--- src/rtl/bullet_pool.sv ---
// bullet_pool: NUM_BULLETS independent projectiles with edge/auto fire, cooldown,
// lowest-free-slot allocation and one IDLE/FLIGHT state machine per slot.
module bullet_slot #(
  parameter int BULLET_STEP = 4,
  parameter int Y_MIN       = 0,
  parameter int Y_MAX       = 479,
  parameter int DIR_UP      = 1
) (
  input  logic       frame_clk,
  input  logic       Reset_n,
  input  logic       i_alloc,
  input  logic       i_hit,
  input  logic [9:0] i_spawn_x,
  input  logic [9:0] i_spawn_y,
  output logic       o_active,
  output logic [9:0] o_x,
  output logic [9:0] o_y
);
  typedef enum logic {S_IDLE = 1'b0, S_FLIGHT = 1'b1} state_t;

  localparam logic [9:0]  STEP10 = 10'(BULLET_STEP);
  localparam logic [10:0] STEP11 = 11'(BULLET_STEP);
  localparam logic [10:0] UP_LIM = 11'(Y_MIN + BULLET_STEP);
  localparam logic [10:0] DN_LIM = 11'(Y_MAX);

  state_t      r_state, w_state;
  logic [9:0]  r_x, r_y, w_x, w_y;
  logic [10:0] w_y11;
  logic        w_retire;

  always_ff @(posedge frame_clk) begin
    if (!Reset_n) begin
      r_state <= S_IDLE;
      r_x     <= '0;
      r_y     <= '0;
    end else begin
      r_state <= w_state;
      r_x     <= w_x;
      r_y     <= w_y;
    end
  end

  // 11-bit compare so an upward shot near 0 retires instead of wrapping
  always_comb begin
    w_y11    = {1'b0, r_y};
    w_retire = (DIR_UP != 0) ? (w_y11 < UP_LIM) : ((w_y11 + STEP11) > DN_LIM);
    w_state  = r_state;
    w_x      = r_x;
    w_y      = r_y;
    case (r_state)
      S_IDLE: begin
        if (i_alloc) begin
          w_state = S_FLIGHT;
          w_x     = i_spawn_x;
          w_y     = i_spawn_y;
        end
      end
      S_FLIGHT: begin
        if (i_hit || w_retire) begin
          w_state = S_IDLE;
          w_x     = '0;
          w_y     = '0;
        end else begin
          w_y = (DIR_UP != 0) ? (r_y - STEP10) : (r_y + STEP10);
        end
      end
      default: w_state = S_IDLE;
    endcase
  end

  assign o_active = (r_state == S_FLIGHT);
  assign o_x      = r_x;
  assign o_y      = r_y;
endmodule

module bullet_pool #(
  parameter int         NUM_BULLETS = 4,
  parameter int         BULLET_STEP = 4,
  parameter int         Y_MIN       = 0,
  parameter int         Y_MAX       = 479,
  parameter int         DIR_UP      = 1,
  parameter logic [7:0] FIRE_KEY    = 8'h2C,
  parameter int         FIRE_MODE   = 0,
  parameter int         COOLDOWN    = 8
) (
  input  logic                        frame_clk,
  input  logic                        Reset_n,
  input  logic [7:0]                  keycode,
  input  logic [9:0]                  shooter_X,
  input  logic [9:0]                  shooter_Y,
  input  logic [NUM_BULLETS-1:0]      hit,
  output logic [10*NUM_BULLETS-1:0]   bullet_X,
  output logic [10*NUM_BULLETS-1:0]   bullet_Y,
  output logic [NUM_BULLETS-1:0]      bullet_active,
  output logic                        fire_accepted,
  output logic                        fire_dropped
);
  logic [7:0]             r_key_prev;
  logic [7:0]             r_cd;
  logic                   r_acc, r_drop;
  logic                   w_req, w_fire, w_free;
  logic [NUM_BULLETS-1:0] w_alloc;

  // r_cd counts the frame of acceptance too, so a value of 1 means the
  // cooldown expires on this edge and the request may be taken.
  always_comb begin
    w_req   = (keycode == FIRE_KEY) && ((FIRE_MODE != 0) || (r_key_prev != FIRE_KEY));
    w_fire  = w_req && (r_cd <= 8'd1);
    w_alloc = '0;
    w_free  = 1'b0;
    for (int i = 0; i < NUM_BULLETS; i++) begin
      if (!bullet_active[i] && !w_free) begin
        w_alloc[i] = w_fire;
        w_free     = 1'b1;
      end
    end
  end

  always_ff @(posedge frame_clk) begin
    if (!Reset_n) begin
      r_key_prev <= '0;
      r_cd       <= '0;
      r_acc      <= 1'b0;
      r_drop     <= 1'b0;
    end else begin
      r_key_prev <= keycode;
      r_acc      <= w_fire && w_free;
      r_drop     <= w_fire && !w_free;
      if (w_fire && w_free)
        r_cd <= 8'(COOLDOWN);
      else if (r_cd != 8'd0)
        r_cd <= r_cd - 8'd1;
    end
  end

  for (genvar g = 0; g < NUM_BULLETS; g++) begin : g_slot
    bullet_slot #(
      .BULLET_STEP(BULLET_STEP),
      .Y_MIN      (Y_MIN),
      .Y_MAX      (Y_MAX),
      .DIR_UP     (DIR_UP)
    ) u_slot (
      .frame_clk(frame_clk),
      .Reset_n  (Reset_n),
      .i_alloc  (w_alloc[g]),
      .i_hit    (hit[g]),
      .i_spawn_x(shooter_X),
      .i_spawn_y(shooter_Y),
      .o_active (bullet_active[g]),
      .o_x      (bullet_X[10*g +: 10]),
      .o_y      (bullet_Y[10*g +: 10])
    );
  end

  assign fire_accepted = r_acc;
  assign fire_dropped  = r_drop;
endmodule
--- config.mk ---
export PLATFORM = sky130hd
export DESIGN_NAME = bullet_pool
export DESIGN_NICKNAME = d
export VERILOG_FILES = /design/src/rtl/bullet_pool.sv
export SDC_FILE = /design/constraint.sdc
export NUM_CORES = 1
export LEC_CHECK = 0
export ABC_AREA = 1
export CORE_ASPECT_RATIO = 2
export CORE_UTILIZATION = 30
export CTS_BUF_LIST = sky130_fd_sc_hd__clkbuf_8
export CTS_CLUSTER_DIAMETER = 150
export DETAILED_ROUTE_END_ITERATION = 16
export GPL_ROUTABILITY_DRIVEN = 1
export PLACE_DENSITY = 0.5
export RECOVER_POWER = 50
export SLEW_MARGIN = 20
export SYNTH_ARGS = -nofsm -noshare
export SYNTH_HDL_FRONTEND = slang
export SYNTH_SLANG_ARGS = --single-unit
--- constraint.sdc ---
create_clock -name frame_clk -period 2.3 [get_ports frame_clk]
set_clock_uncertainty 0.05 [all_clocks]
set_input_delay 0.69 -clock frame_clk [delete_from_list [all_inputs] [get_ports frame_clk]]
set_output_delay 0.69 -clock frame_clk [all_outputs]
set_load 0.03 [all_outputs]
==> results of run 1 <==
-- per-stage QoR --
stage	setup TNS (ps)	hold WS [ps]	std cells
2_1_floorplan	0	421	787
3_3_place_gp	-8460	415	1109
3_5_place_dp	-8590	420	1109
4_1_cts	0	437	1125
5_1_grt	0	453	1125
6_report	0	435	1125
-- power groups by stage --
stage                     Clock, mW  Combinational (mW)  Sequential (mW)
final                          1.20               0.643             1.90
after global routing           1.32               0.722             1.91
after CTS                      1.24               0.666             1.90
after detailed placement          0               0.662             1.94
after global placement            0               0.664             1.94
after floorplan                   0               0.449             1.93
-- timing repair --
item                       4_1_cts  5_1_grt
setup endpoints to repair        2        5
hold buffers                     0        0
resized for setup                2        5
-- kinds of logic (layout without fill, tap and decap cells) --
group,after synthesis,after routing,synth area share (%)
compound gates,92,92,9.62
xor+xnor,17,17,2.88
fa+ha+maj,6,6,1.45
buf+inv,121,252,9.74
flops,102,102,39.4
simple gates,449,449,36.9
-- state kept, by name, indices dropped and copies added (netlist names) --
signal                  count
fire_dropped                1
fire_accepted               1
g_slot.u_slot.o_x          40
g_slot.u_slot.o_active      4
g_slot.u_slot.o_y          40
r_cd                        8
r_key_prev                  8
-- cell usage in the layout (no fill, tap or decap) --
| cell type | n |
|---|---|
| buf_12 | 5 |
| ha_1 | 6 |
| nor3_1 | 9 |
| xor2_1 | 13 |
| nor2_2 | 4 |
| nand3_4 | 1 |
| o21ai_0 | 23 |
| or2_1 | 1 |
| o21ai_1 | 1 |
| or2_2 | 2 |
| nor2_4 | 2 |
| inv_2 | 3 |
| or2_0 | 1 |
| inv_6 | 3 |
| inv_8 | 1 |
| inv_1 | 78 |
| buf_4 | 26 |
| clkbuf_8 | 9 |
| nand3_1 | 94 |
| clkinv_8 | 3 |
| a21oi_1 | 59 |
| dfxtp_1 | 102 |
| nand4_1 | 15 |
| nor2_1 | 103 |
| dlygate4sd2_1 | 2 |
| dlygate4sd3_1 | 2 |
| clkbuf_2 | 2 |
| clkbuf_1 | 5 |
| clkbuf_4 | 3 |
| nand2_1 | 217 |
| xnor2_1 | 4 |
| a21oi_2 | 9 |
| clkdlybuf4s50_1 | 110 |
-- path summary, 6_finish.rpt --
check,start,to,slack [ps],cells past startpoint
min reg2reg,g_slot[2].u_slot.o_y[0],g_slot[2].u_slot.o_y[0],430,2
max,g_slot[2].u_slot.o_x[0],bullet_X[20],40,1
min,g_slot[2].u_slot.o_y[0],g_slot[2].u_slot.o_y[0],430,2
max reg2reg,r_cd[0],g_slot[1].u_slot.o_y[4],380,10
-- layer usage --
| layer | vias up | routed length [um] | track usage (%) |
|---|---|---|---|
| met3 | 30 | 669 | 2.96 |
| met4 | 0 | 731 | 10.5 |
| met2 | 121 | 9400 | 37.4 |
| li1 | 2744 | - | - |
| met5 | - | 0 | 0 |
| met1 | 2449 | 6320 | 20.3 |
-- layout make-up --
cell class | count | share of cell area, %
well taps | 207 | 3.74
inverters | 81 | 4.39
multi-input cells | 564 | 37.8
clock buffers | 9 | 1.79
clock inverters | 7 | 1.25
flip-flops and latches | 102 | 29.5
repair buffers | 155 | 21.5
==> impl_results.md, run 1 <==
* Result of the run: finished, final reports clean
* Worst min-delay path class: flip-flop to flip-flop
* Final weighted congestion in routability-driven placement at 0.790
* Placement row count at 67
* Worst Path Buf+Inv at 1
* # Max-Cap Violations at 0
* TritonCTS clock tree: done
* Largest driver fanout on the critical path at 2
* Initial antenna violation count at 0
* Maximum number of pins on one net before global-route repair at 43
* First-pass detailed-route iteration total at 6
* Most frequently used cell type in the post-synthesis netlist: nand2_1
* Leftover overflow at the end of global routing at 0
* Vias per inst at 4.75
* Routed wirelength normalized by instance count at 15.2 um
* RSZ-0062 raised after global routing: no
* Net count, final at 953
* Count of vias placed by the detailed router at 5,344
* Clk sinks at 102
* Routed wire length at 17,100 um
* Leakage power at 3.01 nW
* Start-to-end type of the worst setup path: flip-flop to output pin
* Max-Slew Margin vs Limit at 63.8%
* Global-route usage over all layers at 19.9%
* Tcrit/Tclk final at 98.4%
* Actual transition at the worst max-transition pin at 541 ps
* List of cells traversed by the critical path: clkdlybuf4s50_1
* Slowest CP cell: clkdlybuf4s50_1
* Sequential element share of the synthesized area at 39.4%
* Width of the die at 94.9 um
* Total power of the final layout at 3.74 mW
* Internal portion of total power at 2.56 mW
* Largest cells by area after synthesis: dfxtp_1 (39%), nand2_1 (16%), nand3_1 (9.1%), nor2_1 (7.3%), inv_1 (5.7%)
* Multi-input gate area at 2620 um2
* Height of the chip at 188 um
* Most common flop cell mapped by yosys: dfxtp_1
* Family of cells with the greatest summed delay on the critical path: buffers and inverters
* Post-synth net total at 827
* Nature of the critical path startpoint: flip-flop
* Core Util, Final at 41.1%
* Initial core utilization at 30.7%
* Pins Over Slew Limit at 0
* Switching power at 1.19 mW
* Peak per-stage delay on the critical path at 780 ps
* Top post-synthesis cells by count: nand2_1 (217), dfxtp_1 (102), nor2_1 (101), nand3_1 (94), inv_1 (78)
* Clock power frac at 32.1%
* Final critical-path setup slack at 37.7 ps
* Endpoint kind of the worst setup timing path: output pin
* Power share of the sequential group at 50.7%
* Count of state elements after synthesis at 102
* DPL Wire Length at 13,100 um
* Area added between synthesis and finish at 33.6%
* Global-route wire length before repair at 26,800 um
* Clk Tree Root Cell: clkbuf_8
* Num CTS Buffers at 9
* Clock transition at path regs at 110 ps
* Avg Cell Area, Syn at 6.58 um2
* Number of enable-type register cells in the synthesized netlist at 0
* Minimum clock period at 2260 ps
* Antenna cell count at 0
* Buffer count from post-CTS setup fixing at 0
* Final non-filler cell area at 6920 um2
* Worst setup slack before clock tree synthesis at -174 ps
* Cell count after synthesis at 787
* Warnings, synthesis at 0
* Largest area contributor in the synthesized netlist: dfxtp_1
* Number of DRC violations after detailed routing at 0
* Total area of sequential cells at 2040 um2
* Max Fclk at 442 MHz
* Total core area at 16,800 um2
* Distinct cell type count of the synthesized netlist at 26
* Final count of hold timing violations at 0
* Share of layout cells above drive strength 1 at 7.95%
* Area fraction of the dominant cell type after synthesis at 39.4%
* Combined area of all synthesized cells at 5180 um2
* Post-Place Cell Area at 6760 um2
* Via count of the first global-routing pass at 5,147
* WP data arrival at 1520 ps
* Worst voltage drop across the vdd grid at 256 uV
* Number of nets still failing antenna checks after routing at 0
* Number of DRC markers after the initial detailed-route iteration at 205
* Total I/O pin count at 120
* Power density normalized to cell area at 541 nW/um2
* Count of buffers from port buffering at 119
* Part of the total power dissipated in combinational logic at 17.2%
* Count of endpoints failing setup in the final report at 0
* Fraction of power spent switching nets at 31.7%
* Count of fill cells added during filler insertion at 1,800
* Total Die Area at 17,800 um2
* Required arrival time at the worst endpoint at 1560 ps
* Clk Latency, worst-skew pair at 400 ps
* Share of synthesized registers carrying an async set or reset at 0%
* Number of H-tree levels at 3
* Largest buffer count on any clock path at 2
Note: power is estimated with default switching activity, not from simulation.
==> inputs of run 2 (changes only) <==
--- a/config.mk
+++ b/config.mk
@@ -10,6 +10,7 @@
 export CORE_UTILIZATION = 30
 export CTS_BUF_LIST = sky130_fd_sc_hd__clkbuf_8
 export CTS_CLUSTER_DIAMETER = 150
+export CTS_CLUSTER_SIZE = 16
 export DETAILED_ROUTE_END_ITERATION = 16
 export GPL_ROUTABILITY_DRIVEN = 1
 export PLACE_DENSITY = 0.5
==> results of run 2 <==
No change in the layout: final DEF, timing and power equal those of run 1.
